### src/rtl/inst_fetch.sv
// Instruction-fetch front end: takes the fetch PC, issues one word read on the
// SRAM-like instruction bus, and hands {pc, inst, adel} to decode through a
// one-entry buffer. Responses still in flight when a flush arrives are dropped.
//
// Ports:
//   clk, rst                  clock, synchronous active-high reset
//   pc_i, pc_stall            fetch PC in; hold request back to the PC register
//   flush_i                   branch taken / exception / eret pulse
//   inst_req..inst_data_ok    SRAM-like instruction bus (read only)
//   id_valid, id_pc, id_inst, id_adel, id_ready   buffer towards decode
module inst_fetch #(
  parameter logic [31:0] RESET_PC = 32'h0
) (
  input  logic        clk,
  input  logic        rst,
  input  logic [31:0] pc_i,
  output logic        pc_stall,
  input  logic        flush_i,
  output logic        inst_req,
  output logic        inst_wr,
  output logic [1:0]  inst_size,
  output logic [31:0] inst_addr,
  output logic [31:0] inst_wdata,
  input  logic        inst_addr_ok,
  input  logic [31:0] inst_rdata,
  input  logic        inst_data_ok,
  output logic        id_valid,
  output logic [31:0] id_pc,
  output logic [31:0] id_inst,
  output logic        id_adel,
  input  logic        id_ready
);

  localparam int unsigned XLEN = 32;

  typedef enum logic [1:0] {
    S_IDLE = 2'd0,
    S_REQ  = 2'd1,
    S_WAIT = 2'd2
  } state_t;

  state_t            state, state_n;
  logic              cancel, cancel_n;
  logic              req_n;
  logic [XLEN-1:0]   addr_n;
  logic              valid_n;
  logic              load;
  logic [XLEN-1:0]   load_pc;
  logic [XLEN-1:0]   load_inst;
  logic              load_adel;
  logic              buf_free;

  // Read-only bus: constant write controls.
  assign inst_wr    = 1'b0;
  assign inst_size  = 2'b10;
  assign inst_wdata = '0;

  assign buf_free = !id_valid || id_ready;

  // State register plus registered bus outputs and output buffer.
  always_ff @(posedge clk) begin
    if (rst) begin
      state     <= S_IDLE;
      cancel    <= 1'b0;
      id_valid  <= 1'b0;
      id_pc     <= RESET_PC;
      id_inst   <= '0;
      id_adel   <= 1'b0;
      inst_req  <= 1'b0;
      inst_addr <= '0;
    end else begin
      state     <= state_n;
      cancel    <= cancel_n;
      id_valid  <= valid_n;
      inst_req  <= req_n;
      inst_addr <= addr_n;
      if (load) begin
        id_pc   <= load_pc;
        id_inst <= load_inst;
        id_adel <= load_adel;
      end
    end
  end

  // Next state, bus request, buffer load and PC stall.
  // inst_addr doubles as the latched fetch address for the whole transaction.
  always_comb begin
    state_n   = state;
    cancel_n  = cancel;
    req_n     = inst_req;
    addr_n    = inst_addr;
    pc_stall  = 1'b1;
    load      = 1'b0;
    load_pc   = inst_addr;
    load_inst = inst_rdata;
    load_adel = 1'b0;

    case (state)
      S_IDLE: begin
        if (!flush_i && buf_free) begin
          pc_stall = 1'b0;
          if (pc_i[1:0] == 2'b00) begin
            state_n = S_REQ;
            req_n   = 1'b1;
            addr_n  = pc_i;
          end else begin
            // Misaligned PC: report the address error without touching the bus.
            load      = 1'b1;
            load_pc   = pc_i;
            load_inst = '0;
            load_adel = 1'b1;
          end
        end
      end
      S_REQ: begin
        // A flush cannot withdraw a request; remember to drop its response.
        if (flush_i) cancel_n = 1'b1;
        if (inst_addr_ok) begin
          state_n = S_WAIT;
          req_n   = 1'b0;
        end
      end
      S_WAIT: begin
        if (inst_data_ok) begin
          state_n  = S_IDLE;
          cancel_n = 1'b0;
          if (!cancel && !flush_i) load = 1'b1;
        end else if (flush_i) begin
          cancel_n = 1'b1;
        end
      end
      default: begin
        state_n  = S_IDLE;
        cancel_n = 1'b0;
        req_n    = 1'b0;
      end
    endcase

    valid_n = id_valid;
    if (flush_i || (id_valid && id_ready)) valid_n = 1'b0;
    if (load) valid_n = 1'b1;
  end

endmodule

### config.mk
export PLATFORM = sky130hd
export DESIGN_NAME = inst_fetch
export DESIGN_NICKNAME = d
export VERILOG_FILES = /design/src/rtl/inst_fetch.sv
export SDC_FILE = /design/constraint.sdc
export NUM_CORES = 1
export LEC_CHECK = 0
export BUFFER_PORTS_ARGS = -buffer_cell sky130_fd_sc_hd__buf_2
export CORE_MARGIN = 1.5
export CORE_UTILIZATION = 50
export DETAILED_ROUTE_END_ITERATION = 12
export PLACE_DENSITY = 0.88
export REMOVE_ABC_BUFFERS = 1
export SYNTH_ARGS = -nofsm -noshare
export SYNTH_HDL_FRONTEND = slang
export SYNTH_SLANG_ARGS = --single-unit
### constraint.sdc
create_clock -name clk -period 3.4 [get_ports clk]
set_input_delay 0.68 -clock clk [delete_from_list [all_inputs] [get_ports clk]]
set_output_delay 0.68 -clock clk [all_outputs]
set_load 0.005 [all_outputs]
==> results.tsv, run 1 <==
stage	metric	value	unit
final_layout	# diodes	0	
synth	Mapped Area	4230	sq um
critical_path	cell family with most CP delay	flip-flops	
synth	largest family of logic cells by synthesized area	simple AND/OR/NAND/NOR gates	
place	Placer Congestion	0.867	
final_layout	Final Cell Area	5160	sq um
job	max cap viols	0	
synth	Syn Area/Cell	7.88	sq um
place	Post-Place Worst Slack	1.03	ns
synth	Mapped Cells	537	
critical_path	worst path bufs/invs	3	
pwr	P_sw	614	uW
global_routing	global-route wire length before repair	15900	um
floorplanning	die height	95.0	um
route	DR vias	4022	
critical_path	CP Capture Type	primary output	
clock_tree	H-Tree Depth	3	
route	1st-pass router iterations	5	
clock_tree	Num Clock Sinks	102	
clock_tree	Clk pin slew, worst setup/hold paths	0.10	ns
clock_tree	hold-fix buffers at CTS	0	
final_layout	Reg area	2040	sq um
pwr	LEAKAGE	2.31	nW
sta	final period utilization	0.655	
critical_path	critical-path cell list	inv_1, ha_1, nand2b_4, nor2_1, inv_1, buf_2	
critical_path	slowest cell on the critical path	dfxtp_1	
final_layout	fraction of layout instances using a drive strength above 1	0.289	
global_routing	vias in the first global route	3457	
pwr	Comb power frac	0.123	
final_layout	commonest non-fill, non-tap cells in the layout	169 x buf_2, 157 x nand2_1, 102 x dfxtp_1	
sta	Setup violations, final	0	
sta	Fmax	0.449	GHz
clock_tree	CTS buffer count	9	
floorplanning	CORE AREA	8220	sq um
synth	register area share after synthesis	0.483	
place	Post-DP Area	4960	sq um
clock_tree	CTS tree	done	
synth	top post-synthesis cells by area	dfxtp_1 48%, nand2_1 14%, a21oi_1 11%	
critical_path	CP max stage delay	0.34	ns
sta	slew at the pin closest to its max-slew limit	0.722	ns
sta	final hold viol count	0	
critical_path	CP startpoint kind	flop	
critical_path	Worst Path Required	2.72	ns
final_layout	most common cell after layout, fill and taps aside	buf_2	
floorplanning	Ports	205	
min_path	worst hold path class	flop to flop	
synth	top-area cell type share of the netlist area	0.483	
global_routing	Overflow after GRT	0	
synth	synth unique cells	32	
synth	Synth Warn #	0	
synth	Adder-Cell Fraction of Synth Area	0.00888	
global_routing	initial antenna violation count	0	
pwr	Sw Ratio	0.263	
place	Placed Cells	778	
place	count of input and output buffers	169	
critical_path	worst path arrival time	1.55	ns
route	Avg WL per Cell	13.5	um
synth	XOR/XNOR Fraction of Synth Area	0	
floorplanning	Initial Util	0.515	
floorplanning	std cell rows	33	
sta	max_slew headroom	0.519	
route	First DRT Iteration DRCs	166	
sta	RSZ-0062 raised after global routing	no	
final_layout	Syn-to-layout area delta	22.0	%
place	hpwl dp	7460	um
critical_path	worst-path maximum fanout	6	
clock_tree	post-CTS setup buffers	0	
floorplanning	full die area	9020	sq um
critical_path	WS Path Type	flop to primary output	
synth	post-synthesis register bit count	102	
pwr	cell area power density	451	nW/um^2
final_layout	# fillers	710	
synth	Synth Area in Compound Gates	0.185	
pwr	Clock power frac	0.328	
outcome	outcome	finished clean	
sta	Worst Setup Slack, final	1.17	ns
route	post-route ant nets	0	
pwr	Flop pwr share	0.549	
synth	simple-gate area share of the yosys netlist	0.209	
clock_tree	Longest Clk Path Bufs	2	
final_layout	Multi-input gate area	1870	sq um
synth	multiplexer area fraction after synthesis	0.00237	
sta	Fin Hold WS	0.458	ns
global_routing	All-Layer GR Usage	0.224	
sta	post-layout minimum cycle time	2.23	ns
clock_tree	cells resized by post-CTS repair	0	
clock_tree	Skew-Pair Late Insertion Delay	0.36	ns
sta	setup TNS	0	ns
pwr	Worst VDD drop	0.000218	V
route	Post-Route WL	10700	um
final_layout	Post-Layout Cell Count	794	
clock_tree	CTS root buf	clkbuf_8	
sta	Setup Skew	0.0114	ns
final_layout	fin nets	757	
global_routing	largest net degree at the start of global routing	71	
synth	area leader, netlist	dfxtp_1	
sta	final slew viol count	0	
route	drt via density	5.07	
route	DRC violations left	0	
pwr	Internal Power	1.72	mW
critical_path	most frequent CP cell	inv_1	
floorplanning	Die Width	95.0	um
-- synthesized netlist by cell type (all sizes together) --
library cell	instances
clkbuf	16
nor4	1
nor2b	3
a2111oi	1
conb	2
a211oi	32
and2b	1
dfxtp	102
ha	3
mux2i	1
nor3b	2
and3	1
or3	1
inv	4
buf	58
nand3	1
nand2	157
nand4bb	1
a311oi	1
a2bb2oi	2
a21oi	96
o31a	1
nor2	39
o21ai	2
nor3	6
nand2b	3
-- worst paths after layout --
kind | slack, ns | cells past startpoint | startpoint | endpoint
max | 1.17 | 6 | state[1] | pc_stall
min | 0.46 | 2 | id_adel | id_adel
max reg2reg | 1.26 | 6 | state[0] | id_pc[18]
min reg2reg | 0.46 | 2 | id_adel | id_adel
-- metrics by stage --
step	total power, mW	utilization
2_1_floorplan	1.44	-
3_3_place_gp	1.58	0.604
3_5_place_dp	1.59	0.604
4_1_cts	2.34	0.628
5_1_grt	2.44	0.628
6_report	2.33	0.628
-- kinds of logic (layout without fill, tap and decap cells) --
family | Yosys count | after routing
compound gates | 135 | 135
fa+ha+maj | 3 | 3
buf+inv | 78 | 197
flops | 102 | 102
mux | 1 | 1
other cells | 2 | 35
simple gates | 216 | 216
-- flip-flops by register name, summed over array words and instances, names as in the netlist --
signal,cells
id_pc,32
state,2
inst_req,1
id_inst,32
inst_addr,32
cancel,1
id_valid,1
id_adel,1
-- layout make-up --
type | count | share of cell area
clock buffer | 10 | 0.0247
clock inverter | 6 | 0.0138
inverter | 4 | 0.00291
multi-input combinational | 390 | 0.362
sequential | 102 | 0.396
tap | 105 | 0.0255
timing repair buffer | 177 | 0.176
-- worst reg2reg max path: stages, from the launching register on --
cell       delay, ns
dfxtp_1         0.34
inv_1           0.08
ha_1            0.28
nand4bb_4       0.55
buf_4           0.48
a21oi_1         0.18
a211oi_1        0.09
-- per-layer routing --
metal  vias up  GRT usage  share of wire
met5         -          0              0
met4         0     0.0709          0.013
met3        10     0.0467          0.086
met2       190      0.382           0.49
met1      1828      0.281           0.41
li1       1994          -              -
-- power by group through the flow --
stage | registers, mW | logic, mW | clock network (mW)
CTS | 1.28 | 0.287 | 0.779
finish | 1.28 | 0.287 | 0.765
detailed placement | 1.30 | 0.285 | 0
global placement | 1.30 | 0.279 | 0
global route | 1.28 | 0.321 | 0.838
floorplan | 1.31 | 0.132 | 0
(Power assumes the default switching activity.)
==> inputs of run 2 (changes only) <==
--- a/config.mk
+++ b/config.mk
@@ -7,9 +7,9 @@
 export LEC_CHECK = 0
 export BUFFER_PORTS_ARGS = -buffer_cell sky130_fd_sc_hd__buf_2
 export CORE_MARGIN = 1.5
-export CORE_UTILIZATION = 50
+export CORE_UTILIZATION = 46
 export DETAILED_ROUTE_END_ITERATION = 12
-export PLACE_DENSITY = 0.88
+export PLACE_DENSITY = 0.82
 export REMOVE_ABC_BUFFERS = 1
 export SYNTH_ARGS = -nofsm -noshare
 export SYNTH_HDL_FRONTEND = slang
==> constraint.sdc (replaced) <==
create_clock -name clk -period 2.3 [get_ports clk]
set_input_delay 0.46 -clock clk [delete_from_list [all_inputs] [get_ports clk]]
set_output_delay 0.46 -clock clk [all_outputs]
set_load 0.005 [all_outputs]
==> run 2 against run 1 <==
Effect of this change: the flow now finishes with violations (DRC); sequential power grew 47%; worst setup slack lost 0.91 ns; critical endpoint unchanged; non-clock buffer count grew 6; sequential share of layout area shrank 0.69 points; final cell count grew 1.1%; cell area grew 1.8%.
==> results.tsv, run 2 (synthesis results as in run 1) <==
stage	metric	value	unit	change
final_layout	Post-Layout Cell Count	803		was 794
route	post-route ant nets	0		unchanged
route	Avg WL per Cell	14.0	um	was 13.5 um
place	Placed Cells	787		was 778
pwr	Power Total	3.48	mW	was 2.33 mW
critical_path	WS Path Type	flop to primary output		unchanged
min_path	worst hold path class	input pin to flop		was flop to flop
critical_path	CP startpoint kind	flop		unchanged
clock_tree	Num Clock Sinks	102		unchanged
route	DRC violations left	18		was 0
global_routing	global-route wire length before repair	17900	um	was 15900 um
global_routing	vias in the first global route	3896		was 3457
clock_tree	cells resized by post-CTS repair	0		unchanged
sta	final slew viol count	0		unchanged
route	Post-Route WL	11300	um	was 10700 um
final_layout	most common cell after layout, fill and taps aside	buf_2		unchanged
pwr	cell area power density	663	nW/um^2	was 451 nW/um^2
final_layout	fraction of layout instances using a drive strength above 1	0.296		was 0.289
sta	final period utilization	0.888		
sta	Fmax	0.490	GHz	
clock_tree	H-Tree Depth	3		unchanged
clock_tree	CTS buffer count	9		unchanged
place	hpwl dp	8100	um	was 7460 um
final_layout	Syn-to-layout area delta	24.2	%	was 22.0%
outcome	outcome	finished, violations left		was finished clean
critical_path	slowest cell on the critical path	dfxtp_1		unchanged
global_routing	All-Layer GR Usage	0.225		was 0.224
job	max cap viols	0		unchanged
pwr	Sw Ratio	0.267		was 0.263
sta	slew at the pin closest to its max-slew limit	0.619	ns	was 0.722 ns
global_routing	Overflow after GRT	0		unchanged
floorplanning	CORE AREA	8810	sq um	was 8220 sq um
floorplanning	full die area	9780	sq um	was 9020 sq um
outcome	failing checks	DRC		
critical_path	Worst Path Required	1.84	ns	was 2.72 ns
clock_tree	CTS root buf	clkbuf_8		unchanged
pwr	Flop pwr share	0.541		was 0.549
sta	final hold viol count	0		unchanged
final_layout	Final Cell Area	5250	sq um	was 5160 sq um
place	Post-DP Area	5050	sq um	was 4960 sq um
route	drt via density	5.16		was 5.07
floorplanning	Ports	205		unchanged
route	DR vias	4141		was 4022
clock_tree	Skew-Pair Late Insertion Delay	0.35	ns	was 0.36 ns
critical_path	worst-path maximum fanout	6		unchanged
critical_path	most frequent CP cell	inv_1		unchanged
final_layout	# diodes	0		unchanged
pwr	Comb power frac	0.128		was 0.123
route	1st-pass router iterations	9		was 5
route	First DRT Iteration DRCs	202		was 166
final_layout	Top Registers	id_inst (32), id_pc (32), inst_addr (32)		unchanged
clock_tree	Clk pin slew, worst setup/hold paths	0.11	ns	was 0.10 ns
final_layout	commonest non-fill, non-tap cells in the layout	169 x buf_2, 157 x nand2_1, 102 x dfxtp_1		unchanged
pwr	LEAKAGE	2.35	nW	was 2.31 nW
place	count of input and output buffers	169		unchanged
sta	max_slew headroom	0.588		was 0.519
clock_tree	Longest Clk Path Bufs	2		unchanged
floorplanning	die height	98.9	um	was 95.0 um
sta	Setup violations, final	0		unchanged
sta	Setup Skew	0.00991	ns	was 0.0114 ns
critical_path	worst path arrival time	1.58	ns	was 1.55 ns
global_routing	largest net degree at the start of global routing	71		unchanged
clock_tree	post-CTS setup buffers	0		unchanged
clock_tree	hold-fix buffers at CTS	0		unchanged
pwr	Worst VDD drop	0.000423	V	was 0.000218 V
pwr	Clock power frac	0.331		was 0.328
floorplanning	std cell rows	34		was 33
place	Placer Congestion	0.892		was 0.867
floorplanning	Initial Util	0.480		was 0.515
pwr	P_sw	928	uW	was 614 uW
critical_path	CP max stage delay	0.34	ns	about the same
critical_path	CP Capture Type	primary output		unchanged
critical_path	critical-path cell list	inv_1, ha_1, nand2b_4, nor2_1, inv_1, buf_2		unchanged
clock_tree	CTS tree	done		unchanged
sta	post-layout minimum cycle time	2.04	ns	
final_layout	fin nets	763		was 757
floorplanning	Die Width	98.9	um	was 95.0 um
sta	RSZ-0062 raised after global routing	no		unchanged
pwr	Internal Power	2.55	mW	was 1.72 mW
global_routing	initial antenna violation count	0		unchanged
run 2: cell types whose count changed in the layout (fill, tap and decap cells not counted), sizes merged:
cell	before	now
inv	5	7
clkinv	3	2
buf	177	183
clkbuf	10	9
run 2: worst max-delay path, delay by kind of cell (launching register included):
| family | cells | cell delay (ns) |
|---|---|---|
| flip-flops | 1 | 0.34 |
| AND/OR/NAND/NOR | 2 | 0.32 |
| buffers and inverters | 3 | 0.29 |
| adder cells (fa/ha/maj) | 1 | 0.28 |
run 2: path summary, 6_finish.rpt:
kind                               startpoint          end  slack (ns)  cells after the start
worst max-delay path                 state[0]     pc_stall        0.26                      6
worst min-delay path            inst_rdata[6]   id_inst[6]        0.33                      3
worst max register to register       state[0]  id_inst[13]        0.34                      6
worst min register to register    id_inst[27]  id_inst[27]        0.45                      2
run 2: layer usage:
metal | track usage | part of all wire | routed length, um
met3 | 0.0674 | 0.080 | 901
met5 | 0 | 0 | 0
met1 | 0.255 | 0.42 | 4720
met2 | 0.409 | 0.49 | 5500
met4 | 0.0626 | 0.013 | 143
run 2: layout make-up:
class,count,area (sq um)
Clock inverter,7,80.1
Clock buffer,9,124
Tap cell,108,135
Multi-Input combinational cell,390,1870
Sequential cell,102,2040
Inverter,4,15.0
Timing Repair Buffer,183,988
Fill cell,771,3550
run 2: power by group through the flow:
stage               registers (mW)  clock network (mW)  logic, mW
floorplan                     1.93                   0      0.195
global placement              1.92                   0      0.430
detailed placement            1.92                   0      0.443
CTS                           1.89                1.18      0.445
global route                  1.89                1.26      0.493
finish                        1.88                1.15      0.445
run 2: per-stage QoR:
step	hold slack [ns]	utilization	TNS, ns	setup WS, ns
global placement	0.438	0.573	0	0.425
detailed placement	0.444	0.573	0	0.354
floorplan	0.447	-	-127.86	-2.13
CTS	0.316	0.596	0	0.237
finish	0.335	0.596	0	0.258
global route	0.305	0.596	0	0.112
